===== config.mk =====
export PLATFORM = sky130hd
export DESIGN_NAME = line_deserializer
export DESIGN_NICKNAME = d
export VERILOG_FILES = /design/src/rtl/line_deserializer.sv
export SDC_FILE = /design/constraint.sdc
export NUM_CORES = 1
export LEC_CHECK = 0
export ABC_AREA = 1
export BUFFER_PORTS_ARGS = -buffer_cell sky130_fd_sc_hd__buf_2
export CAP_MARGIN = 20
export CORE_MARGIN = 8
export CORE_UTILIZATION = 40
export CTS_CLUSTER_DIAMETER = 30
export CTS_CLUSTER_SIZE = 28
export DETAILED_ROUTE_END_ITERATION = 10
export PLACE_DENSITY_LB_ADDON = 0.08
export SLEW_MARGIN = 20
export SYNTH_ARGS = -nofsm -noshare
export SYNTH_HDL_FRONTEND = slang
export SYNTH_SLANG_ARGS = --single-unit

===== constraint.sdc =====
create_clock -name clk -period 2.7 [get_ports clk]
set_input_delay 0.27 -clock clk [delete_from_list [all_inputs] [get_ports clk]]
set_output_delay 0.27 -clock clk [all_outputs]
set_load 0.02 [all_outputs]

===== src/rtl/line_deserializer.sv =====
// ---------------------------------------------------------------------------
// line_deserializer
//   Memory-side cache fill stage. Collects WORDS consecutive WORD_W-bit words
//   from the memory read channel and presents them as one cache line. The
//   first word accepted lands in the lowest slot (bits [WORD_W-1:0]), which
//   matches the emit order of the companion write serializer.
//
// Ports:
//   clk        system clock, rising edge
//   rst_n      asynchronous active-low reset
//   clear      synchronous abort, drops any partial or held line
//   in_valid   memory word valid
//   in_data    memory word
//   in_ready   block accepts a word this cycle (decoded from state only)
//   out_valid  assembled line available
//   out_data   assembled line, word k at [k*WORD_W +: WORD_W]
//   out_ready  cache accepts the line
//   word_cnt   words captured into the current line (0..WORDS)
//   busy       FSM is not idle
// ---------------------------------------------------------------------------
module line_deserializer #(
    parameter int WORD_W = 32,
    parameter int WORDS  = 8
) (
    input  logic                      clk,
    input  logic                      rst_n,
    input  logic                      clear,
    input  logic                      in_valid,
    input  logic [WORD_W-1:0]         in_data,
    output logic                      in_ready,
    output logic                      out_valid,
    output logic [WORD_W*WORDS-1:0]   out_data,
    input  logic                      out_ready,
    output logic [$clog2(WORDS):0]    word_cnt,
    output logic                      busy
);

    localparam int IDX_W  = $clog2(WORDS);
    localparam int CNT_W  = IDX_W + 1;
    localparam int LINE_W = WORD_W * WORDS;

    typedef enum logic [1:0] {
        ST_IDLE = 2'd0,
        ST_FILL = 2'd1,
        ST_FULL = 2'd2
    } state_t;

    state_t              state_r;
    state_t              state_s;
    logic [CNT_W-1:0]    cnt_r;
    logic [CNT_W-1:0]    cnt_s;
    logic                load_s;
    logic [LINE_W-1:0]   line_r;
    logic                in_ready_r;
    logic                out_valid_r;
    logic                busy_r;
    logic [IDX_W-1:0]    slot_s;

    // The slot being written is the low bits of the current word count.
    assign slot_s = cnt_r[IDX_W-1:0];

    // Next-state and word-capture decision; clear overrides every other event.
    always_comb begin
        state_s = state_r;
        cnt_s   = cnt_r;
        load_s  = 1'b0;
        if (clear) begin
            state_s = ST_IDLE;
            cnt_s   = {CNT_W{1'b0}};
        end else begin
            case (state_r)
                ST_IDLE: begin
                    if (in_valid) begin
                        load_s  = 1'b1;
                        cnt_s   = cnt_r + CNT_W'(1);
                        state_s = ST_FILL;
                    end else begin
                        state_s = ST_IDLE;
                    end
                end
                ST_FILL: begin
                    if (in_valid) begin
                        load_s = 1'b1;
                        cnt_s  = cnt_r + CNT_W'(1);
                        if (cnt_r == CNT_W'(WORDS - 1)) begin
                            state_s = ST_FULL;
                        end else begin
                            state_s = ST_FILL;
                        end
                    end else begin
                        state_s = ST_FILL;
                    end
                end
                ST_FULL: begin
                    // in_ready is low here, so in_valid is ignored.
                    if (out_ready) begin
                        state_s = ST_IDLE;
                        cnt_s   = {CNT_W{1'b0}};
                    end else begin
                        state_s = ST_FULL;
                    end
                end
                default: begin
                    state_s = ST_IDLE;
                    cnt_s   = {CNT_W{1'b0}};
                end
            endcase
        end
    end

    // State, count and registered handshake flags.
    always_ff @(posedge clk or negedge rst_n) begin
        if (!rst_n) begin
            state_r     <= ST_IDLE;
            cnt_r       <= {CNT_W{1'b0}};
            in_ready_r  <= 1'b1;
            out_valid_r <= 1'b0;
            busy_r      <= 1'b0;
        end else begin
            state_r     <= state_s;
            cnt_r       <= cnt_s;
            in_ready_r  <= (state_s != ST_FULL);
            out_valid_r <= (state_s == ST_FULL);
            busy_r      <= (state_s != ST_IDLE);
        end
    end

    // Line storage: only the addressed slot is written, nothing shifts, and
    // clear leaves the stored line untouched.
    always_ff @(posedge clk or negedge rst_n) begin
        if (!rst_n) begin
            line_r <= {LINE_W{1'b0}};
        end else if (load_s) begin
            line_r[slot_s*WORD_W +: WORD_W] <= in_data;
        end
    end

    assign in_ready  = in_ready_r;
    assign out_valid = out_valid_r;
    assign out_data  = line_r;
    assign word_cnt  = cnt_r;
    assign busy      = busy_r;

endmodule


# Yosys cells after proc, flatten, opt, wreduce, memory -nomap -nowiden
# Index checks and enable logic that the tools add are counted.
# op_classes
addsub	2
eq_ne	7
shift	2
muxes	14
n_reduce_logical	4
# op_table
cell	n
256-bit bitwise mux	1
32-bit by 34-bit variable shift with 256-bit output, first input constant	1
32-bit by 34-bit indexed part select with 256-bit output	1
8-bit negation with 34-bit output	1
4-bit 2-to-1 mux	3
2-bit 2-to-1 mux	4
4-bit one-hot mux with 2 select lines	1
2-bit one-hot mux with 3 select lines	1
4-bit by 1-bit adder with 4-bit output, second input constant	1
2-bit equality test, second input constant	2
4-bit by 3-bit equality test with 1-bit output, second input constant	1
1-bit 2-to-1 mux	4
3-bit by 1-bit inequality test with 1-bit output, second input constant	1
3-bit inequality test, second input constant	1
2-bit by 1-bit equality test with 1-bit output, second input constant	1
2-bit zero test	1
2-bit inequality test, second input constant	1
2-bit AND reduction	1
2-bit nonzero test	1
2-bit OR reduction	1
# totals
reg_bits	265
output_inout_bits	263
wordCells	35

# Logic depth before layout (Yosys ltp)
# Gate-level depths: netlist (run 1).
# depth
depth_word	6
ltp_mapped	12
ltp_nobuf	9

# Least setup slack after synthesis (run 1)
# Ideal clock, no wire load.
# synth_timing
kind	register to register
startpoint	reg cnt_r[0], in the netlist word_cnt[0]
endpoint	reg line_r[12], in the netlist out_data[12]
arrival_ps	2008
t_required_ps	2570
path_slack_ps	562
path_stages_with_launch	11
period_less_slack_ps	2138
path_cell_list	dfrtp_1 -> buf_4 -> inv_2 -> ha_1 -> ha_1 -> buf_2 -> nor3_2 -> nand3b_4 -> clkbuf_1 -> nand2_1 -> o21ai_0
# synth_between
elab_chain_cells	3
# synth_rtl
item	line	rtl
from (decl)	50	logic [CNT_W-1:0] cnt_r;
from (signal assigned)	115	cnt_r <= {CNT_W{1'b0}};
from (signal assigned)	121	cnt_r <= cnt_s;
8-bit negation with 34-bit output (*)	134	line_r[slot_s*WORD_W +: WORD_W] <= in_data;
32-bit by 34-bit indexed part select with 256-bit output / 32-bit by 34-bit variable shift with 256-bit output (equally long branches)	134	
256-bit bitwise mux (*)	134	
to (signal assigned)	132	line_r <= {LINE_W{1'b0}};
to (signal, indexed assignment)	134	
to (decl)	53	logic [LINE_W-1:0] line_r;
# Every way passes the cells marked *; elsewhere a longest branch is shown, timed or not.
# A chain may end at the register's enable or synchronous reset.

# Worst setup path in the final report (run 1)
# layout_timing
startpoint	reg cnt_r[0], in the netlist word_cnt[0]
endpoint	reg line_r[115], in the netlist out_data[115]
# Same word-level chain as after synthesis.

==> impl_metrics.json, run 1 <==
{
  "run_status": "finished clean",
  "grt_start_max_net_pins": 68,
  "final_nets": 1753,
  "hold_viol": 0,
  "synth_area_leader_cell": "dfrtp_1",
  "grt_pass1_vias": 11100,
  "core_um2": 28700,
  "p_leak_nw": 8.44,
  "cts_tree": "built",
  "p_total_mw": 13.3,
  "grt_setup_unrepaired": "no",
  "synthXorXnorAreaFrac": 0.000749,
  "ir_worst_vdd_uv": 523,
  "fin_setup_tns_ns": 0,
  "via_per_inst": 5.04,
  "r2r_start": "word_cnt[0]$_DFFE_PN0P_",
  "slew_violations": 0,
  "dpl.hpwl_um": 28100,
  "async_reset_ff_frac": 1.00,
  "min_period_ns": 2.44,
  "cp-end-kind": "flop",
  "die-height_um": 187,
  "syn_inst": 1409,
  "synth-simple-area-share": 0.293,
  "cts.clk_slew.worst_paths_ns": 0.05,
  "yosys-top-cells-area": "dfrtp_1, nand2_1, nand3_1",
  "setup_viol": 0,
  "synthMostInstantiatedCell": "nand2_1",
  "fmax_mhz": 409,
  "synth_edf_count": 0,
  "drv_cap": 0,
  "drive_gt1_frac": 0.262,
  "reg2reg_to": "out_data[115]$_DFFE_PN0P_",
  "synthFlopType": "dfrtp_1",
  "r2r_slack_ns": 0.26,
  "hp-start": "in_data[3]",
  "slew_headroom": 0.359,
  "nFillCells": 2767,
  "hold_end": "out_data[3]$_DFFE_PN0P_",
  "postRouteAntennaNets": 0,
  "drt-initial-drc-count": 783,
  "synth_fp_nets": 1450,
  "place_congestion": 0.854,
  "pin_count": 300,
  "routedWlPerCell_um": 18.9,
  "synth_top_area_frac": 0.565,
  "initial_core_util": 0.407,
  "yosysSeqAreaShare": 0.568,
  "hold_depth": 3,
  "ys_ff_latch": 265,
  "synth_cell_type_count": 27,
  "cts_buffers": 60,
  "worstPathRequired_ns": 3.18,
  "grt_pass1_wl_um": 64500,
  "antenna_found_initial": 2,
  "drc_errors": 0,
  "period_share": 0.905,
  "vias": 10800,
  "track_usage": 0.229,
  "critical_path.startpoint": "word_cnt[0]$_DFFE_PN0P_",
  "clk_latency_ns": 0.57,
  "synth_common_cells": "nand2_1, dfrtp_1, nand3_1",
  "io_buffers": 299,
  "critPathMaxFanout": 13,
  "grt-ovfl-total": 0,
  "synthMuxAreaShare": 0,
  "first_pass_iters": 7,
  "tightest_slew_ns": 0.959,
  "num_rows": 62,
  "worstPathArrival_ns": 2.93,
  "area_delta_synth_final_pct": 33.9,
  "syn_area_per_cell_um2": 8.29,
  "reg2reg_depth": 7,
  "wl_um": 40600,
  "dieWidth_um": 187,
  "h-tree-depth": 2,
  "synth-compound-area-share": 0.0713,
  "root_buffer": "clkbuf_16",
  "clock_skew_ns": 0.0171,
  "startpoint_type": "flop",
  "synth_fa_ha_area_frac": 0.00428,
  "yosys_warnings": 0,
  "syn_area_um2": 11700,
  "numClockSinks": 265,
  "crit_type": "flop to flop",
  "powerDensity_nw_per_um2": 849,
  "die-area_um2": 34900,
  "hold_class": "primary input to flop",
  "post_cts_buffers": 0,
  "synth_top_family_by_area": "simple AND/OR/NAND/NOR gates",
  "clk_path_buf_depth": 3
}
[through the flow]
| step | hold slack [ns] | utilization | cells | cell area (um2) | worst slack (ns) |
|---|---|---|---|---|---|
| floorplan | -0.0256 | - | 1409 | 11700 | 0.562 |
| global placement | 0.226 | 0.472 | 2028 | 13500 | 0.404 |
| detailed placement | 0.225 | 0.472 | 2028 | 13500 | 0.296 |
| CTS | 0.00268 | 0.545 | 2143 | 15600 | 0.278 |
| global route | 0.0285 | 0.545 | 2143 | 15600 | 0.0476 |
| finish | 0.0324 | 0.545 | 2144 | 15600 | 0.256 |
[worst max path at each step]
stage                                      to  slack [ns]  cells after the start
finish              out_data[115]$_DFFE_PN0P_        0.26                      7
global placement    out_data[219]$_DFFE_PN0P_        0.40                     10
global route        out_data[123]$_DFFE_PN0P_        0.05                      7
floorplan            out_data[12]$_DFFE_PN0P_        0.56                     10
detailed placement  out_data[121]$_DFFE_PN0P_        0.30                      7
CTS                 out_data[115]$_DFFE_PN0P_        0.28                      7
[critical path, cell delays in order, from the launching register on]
cell	delay (ns)
dfrtp_1	0.35
inv_2	0.07
ha_1	0.22
ha_1	0.50
clkinv_2	0.19
nor2_1	0.76
nand2_1	0.12
o21ai_1	0.17
[logic make-up (layout without fill, tap and decap cells)]
family / after synthesis / count (layout)
compound gates: 166 / 166
xor+xnor: 1 / 1
fa+ha+maj: 4 / 4
buf+inv: 154 / 504
flops: 265 / 265
other cells: 0 / 1
simple gates: 819 / 819
[timing repair]
item / 4_1_cts / 5_1_grt
endpoints found under the hold margin: 52 / 0
hold buffers: 6 / 0
gates resized for setup: 0 / 0
[report_power, final]
group / switching, mW / internal (mW)
clock network: 2.25 / 4.96
logic: 1.21 / 0.448
registers: 0.166 / 4.25
[routing by layer]
layer  vias up  track usage  share of wire  wire length, um
met5         -            0        0.00032               13
met4         2       0.0733          0.027             1110
met3        69       0.0673          0.078             3160
met2       428        0.365           0.46            18600
met1      5141        0.295           0.44            17700
li1       5176            -              -                -
[registers in the layout, indices dropped and copies added, names as in the netlist]
signal     count
state_r        2
out_data     256
busy           1
word_cnt       4
in_ready       1
out_valid      1
[layout by cell type (no fill, tap or decap)]
cell           count
dfstp_2            1
nor2_2             2
nand2_1          491
nor3_2             1
clkbuf_1          12
clkinv_8           3
clkinvlp_4         2
xor2_1             1
clkbuf_8          13
nand3_2            1
nor2_4             5
diode_2            1
nand4_1           31
nand2_2            5
nor2_1           125
clkinv_4           2
dlygate4sd3_1      6
o21ai_1           99
buf_12             8
or2_2              1
ha_1               4
nand3b_4           1
dfrtp_1          264
buf_8              1
o21bai_1           1
inv_1             42
clkbuf_16         60
o21ai_0           66
clkinv_2          12
bufinv_16          6
inv_2              5
nor3_1            23
buf_4             34
buf_2            298
nand3_1          133
[final cells by class]
cell class | instances | area [um2] | share of cell area
diodes | 1 | 2.50 | 0.000160
clock buffers | 85 | 1730 | 0.110
clock inverters | 24 | 317 | 0.0202
inverters | 48 | 181 | 0.0116
multi-input cells | 990 | 4330 | 0.276
flip-flops and latches | 265 | 6630 | 0.424
well taps | 384 | 480 | 0.0307
repair buffers | 347 | 1980 | 0.127
Note: power is estimated with default switching activity, not from simulation.
==> run 2, diff against run 1 <==
--- a/config.mk
+++ b/config.mk
@@ -6,7 +6,7 @@
 export NUM_CORES = 1
 export LEC_CHECK = 0
 export ABC_AREA = 1
-export BUFFER_PORTS_ARGS = -buffer_cell sky130_fd_sc_hd__buf_2
+export BUFFER_PORTS_ARGS = -buffer_cell sky130_fd_sc_hd__buf_4
 export CAP_MARGIN = 20
 export CORE_MARGIN = 8
 export CORE_UTILIZATION = 40
==> run 2 against run 1 <==
Final cell count rose by 0.19%. Global-route usage up 0.67 points. Clock skew decreased by 0.0057 ns. Sequential share of layout area fell by 2.3 points. Combinational power rose by 10%. Total power increased by 6.9%. Clock-buffer cell count fell by 3. Sequential cell count stayed put. Via count grew 0.93%. Sequential power is essentially flat. Critical path depth grew 3.
==> impl_metrics.json, run 2 (synthesis gave the netlist of run 1 again) <==
{
  "grt_setup_unrepaired": "no",
  "h-tree-depth": 2,
  "pin_count": 300,
  "largest_register_ffs": 256,
  "die-area_um2": 34900,
  "clk_latency_ns": 0.56,
  "vias": 10900,
  "path_buf_inv": 4,
  "hold_class": "primary input to flop",
  "holdWs_ns": 0.0138,
  "slew_violations": 0,
  "crit_family": "buffers and inverters",
  "track_usage": 0.235,
  "startpoint_type": "flop",
  "io_buffers": 299,
  "initial_core_util": 0.407,
  "hold_viol": 0,
  "cts_buffers": 61,
  "first_pass_iters": 7,
  "period_share": 0.871,
  "post_cts_buffers": 0,
  "antenna_cells": 0,
  "area_delta_synth_final_pct": 41.7,
  "place_congestion": 0.893,
  "cp-end-kind": "flop",
  "numClockSinks": 265,
  "grt_pass1_wl_um": 66200,
  "mostFrequentLayoutCells": "nand2_1, buf_4, dfrtp_1",
  "root_buffer": "clkbuf_16",
  "cts.clk_slew.worst_paths_ns": 0.04,
  "worstPathRequired_ns": 3.20,
  "min_period_ns": 2.35,
  "clk_path_buf_depth": 3,
  "worstPathArrival_ns": 2.85,
  "via_per_inst": 5.08,
  "routedWlPerCell_um": 19.3,
  "detailedPlace.worstSlack_ns": 0.332,
  "max_stage_delay_ns": 0.44,
  "drc_errors": 0,
  "fin_setup_tns_ns": 0,
  "critPathMaxFanout": 33,
  "p_total_mw": 14.2,
  "clock_skew_ns": 0.0114,
  "slew_headroom": 0.424,
  "num_rows": 62,
  "tightest_slew_ns": 0.861,
  "crit_type": "flop to flop",
  "dpl.hpwl_um": 28100,
  "antenna_found_initial": 0,
  "crit_chain": "inv_2 > ha_1 > ha_1 > buf_4 > nand4_1 > buf_4 > nor2_2 > buf_4 > nand2_1 > nand2_1",
  "cts_tree": "built",
  "dieWidth_um": 187,
  "drive_gt1_frac": 0.265,
  "grt-ovfl-total": 0,
  "grt_start_max_net_pins": 81,
  "cts_hold_buf": 8,
  "critPathMostFrequentCell": "buf_4",
  "cp_slowest_cell": "ha_1",
  "post_cts_resized": 0,
  "drt-initial-drc-count": 993,
  "postRouteAntennaNets": 0,
  "powerDensity_nw_per_um2": 858,
  "die-height_um": 187,
  "fmax_mhz": 425,
  "grt_pass1_vias": 11200,
  "p_leak_nw": 8.53,
  "final_nets": 1754,
  "wl_um": 41500,
  "layout_commonest_cell": "nand2_1",
  "setup_viol": 0,
  "core_um2": 28700,
  "ir_worst_vdd_uv": 519,
  "drv_cap": 0,
  "fin_ws_ns": 0.347,
  "run_status": "finished clean"
}
## run 2: per-stage QoR
stage                     utilization  cell area (um2)  std cells
final                           0.577            16600       2148
after CTS                       0.577            16600       2148
after detailed placement        0.496            14200       2026
after global placement          0.496            14200       2026
after global routing            0.577            16600       2148
after floorplan                     -            11700       1409
## run 2: area by class of cell
type | count | area [um2]
clock buffer | 82 | 1750
fill | 2665 | 12100
sequential | 265 | 6630
multi-input combinational | 990 | 4330
clock inverter | 32 | 493
tap | 384 | 480
timing repair buffer | 347 | 2700
inverter | 48 | 181
## run 2: tightest hold or removal path: stages
cell and delay (ns):
buf_4 0.13, inv_1 0.04, o21ai_0 0.07
## run 2: per-layer routing
metal,GRT usage,vias to the layer above,wire length [um]
met1,0.296,5245,17400
met3,0.0660,82,3200
met5,0,-,0
met2,0.385,400,19600
li1,-,5190,-
met4,0.0806,0,1270
## run 2: worst paths after layout
check,endpoint,slack [ns],cells past startpoint,start
setup / recovery,out_data[58]$_DFFE_PN0P_,0.35,10,word_cnt[0]$_DFFE_PN0P_
hold / removal,out_data[19]$_DFFE_PN0P_,0.01,3,in_data[19]
setup reg to reg,out_data[58]$_DFFE_PN0P_,0.35,10,word_cnt[0]$_DFFE_PN0P_
hold reg to reg,out_data[65]$_DFFE_PN0P_,0.47,2,out_data[65]$_DFFE_PN0P_
max in group asynchronous,out_data[73]$_DFFE_PN0P_,1.43,3,rst_n
min in group asynchronous,out_data[39]$_DFFE_PN0P_,0.30,2,rst_n
## run 2: power by group
part / internal (mW) / leakage (nW) / switching (mW)
combinational: 0.601 / 3.80 / 1.22
clock: 5.62 / 1.10 / 2.33
sequential: 4.25 / 3.64 / 0.172
total: 10.5 / 8.53 / 3.72
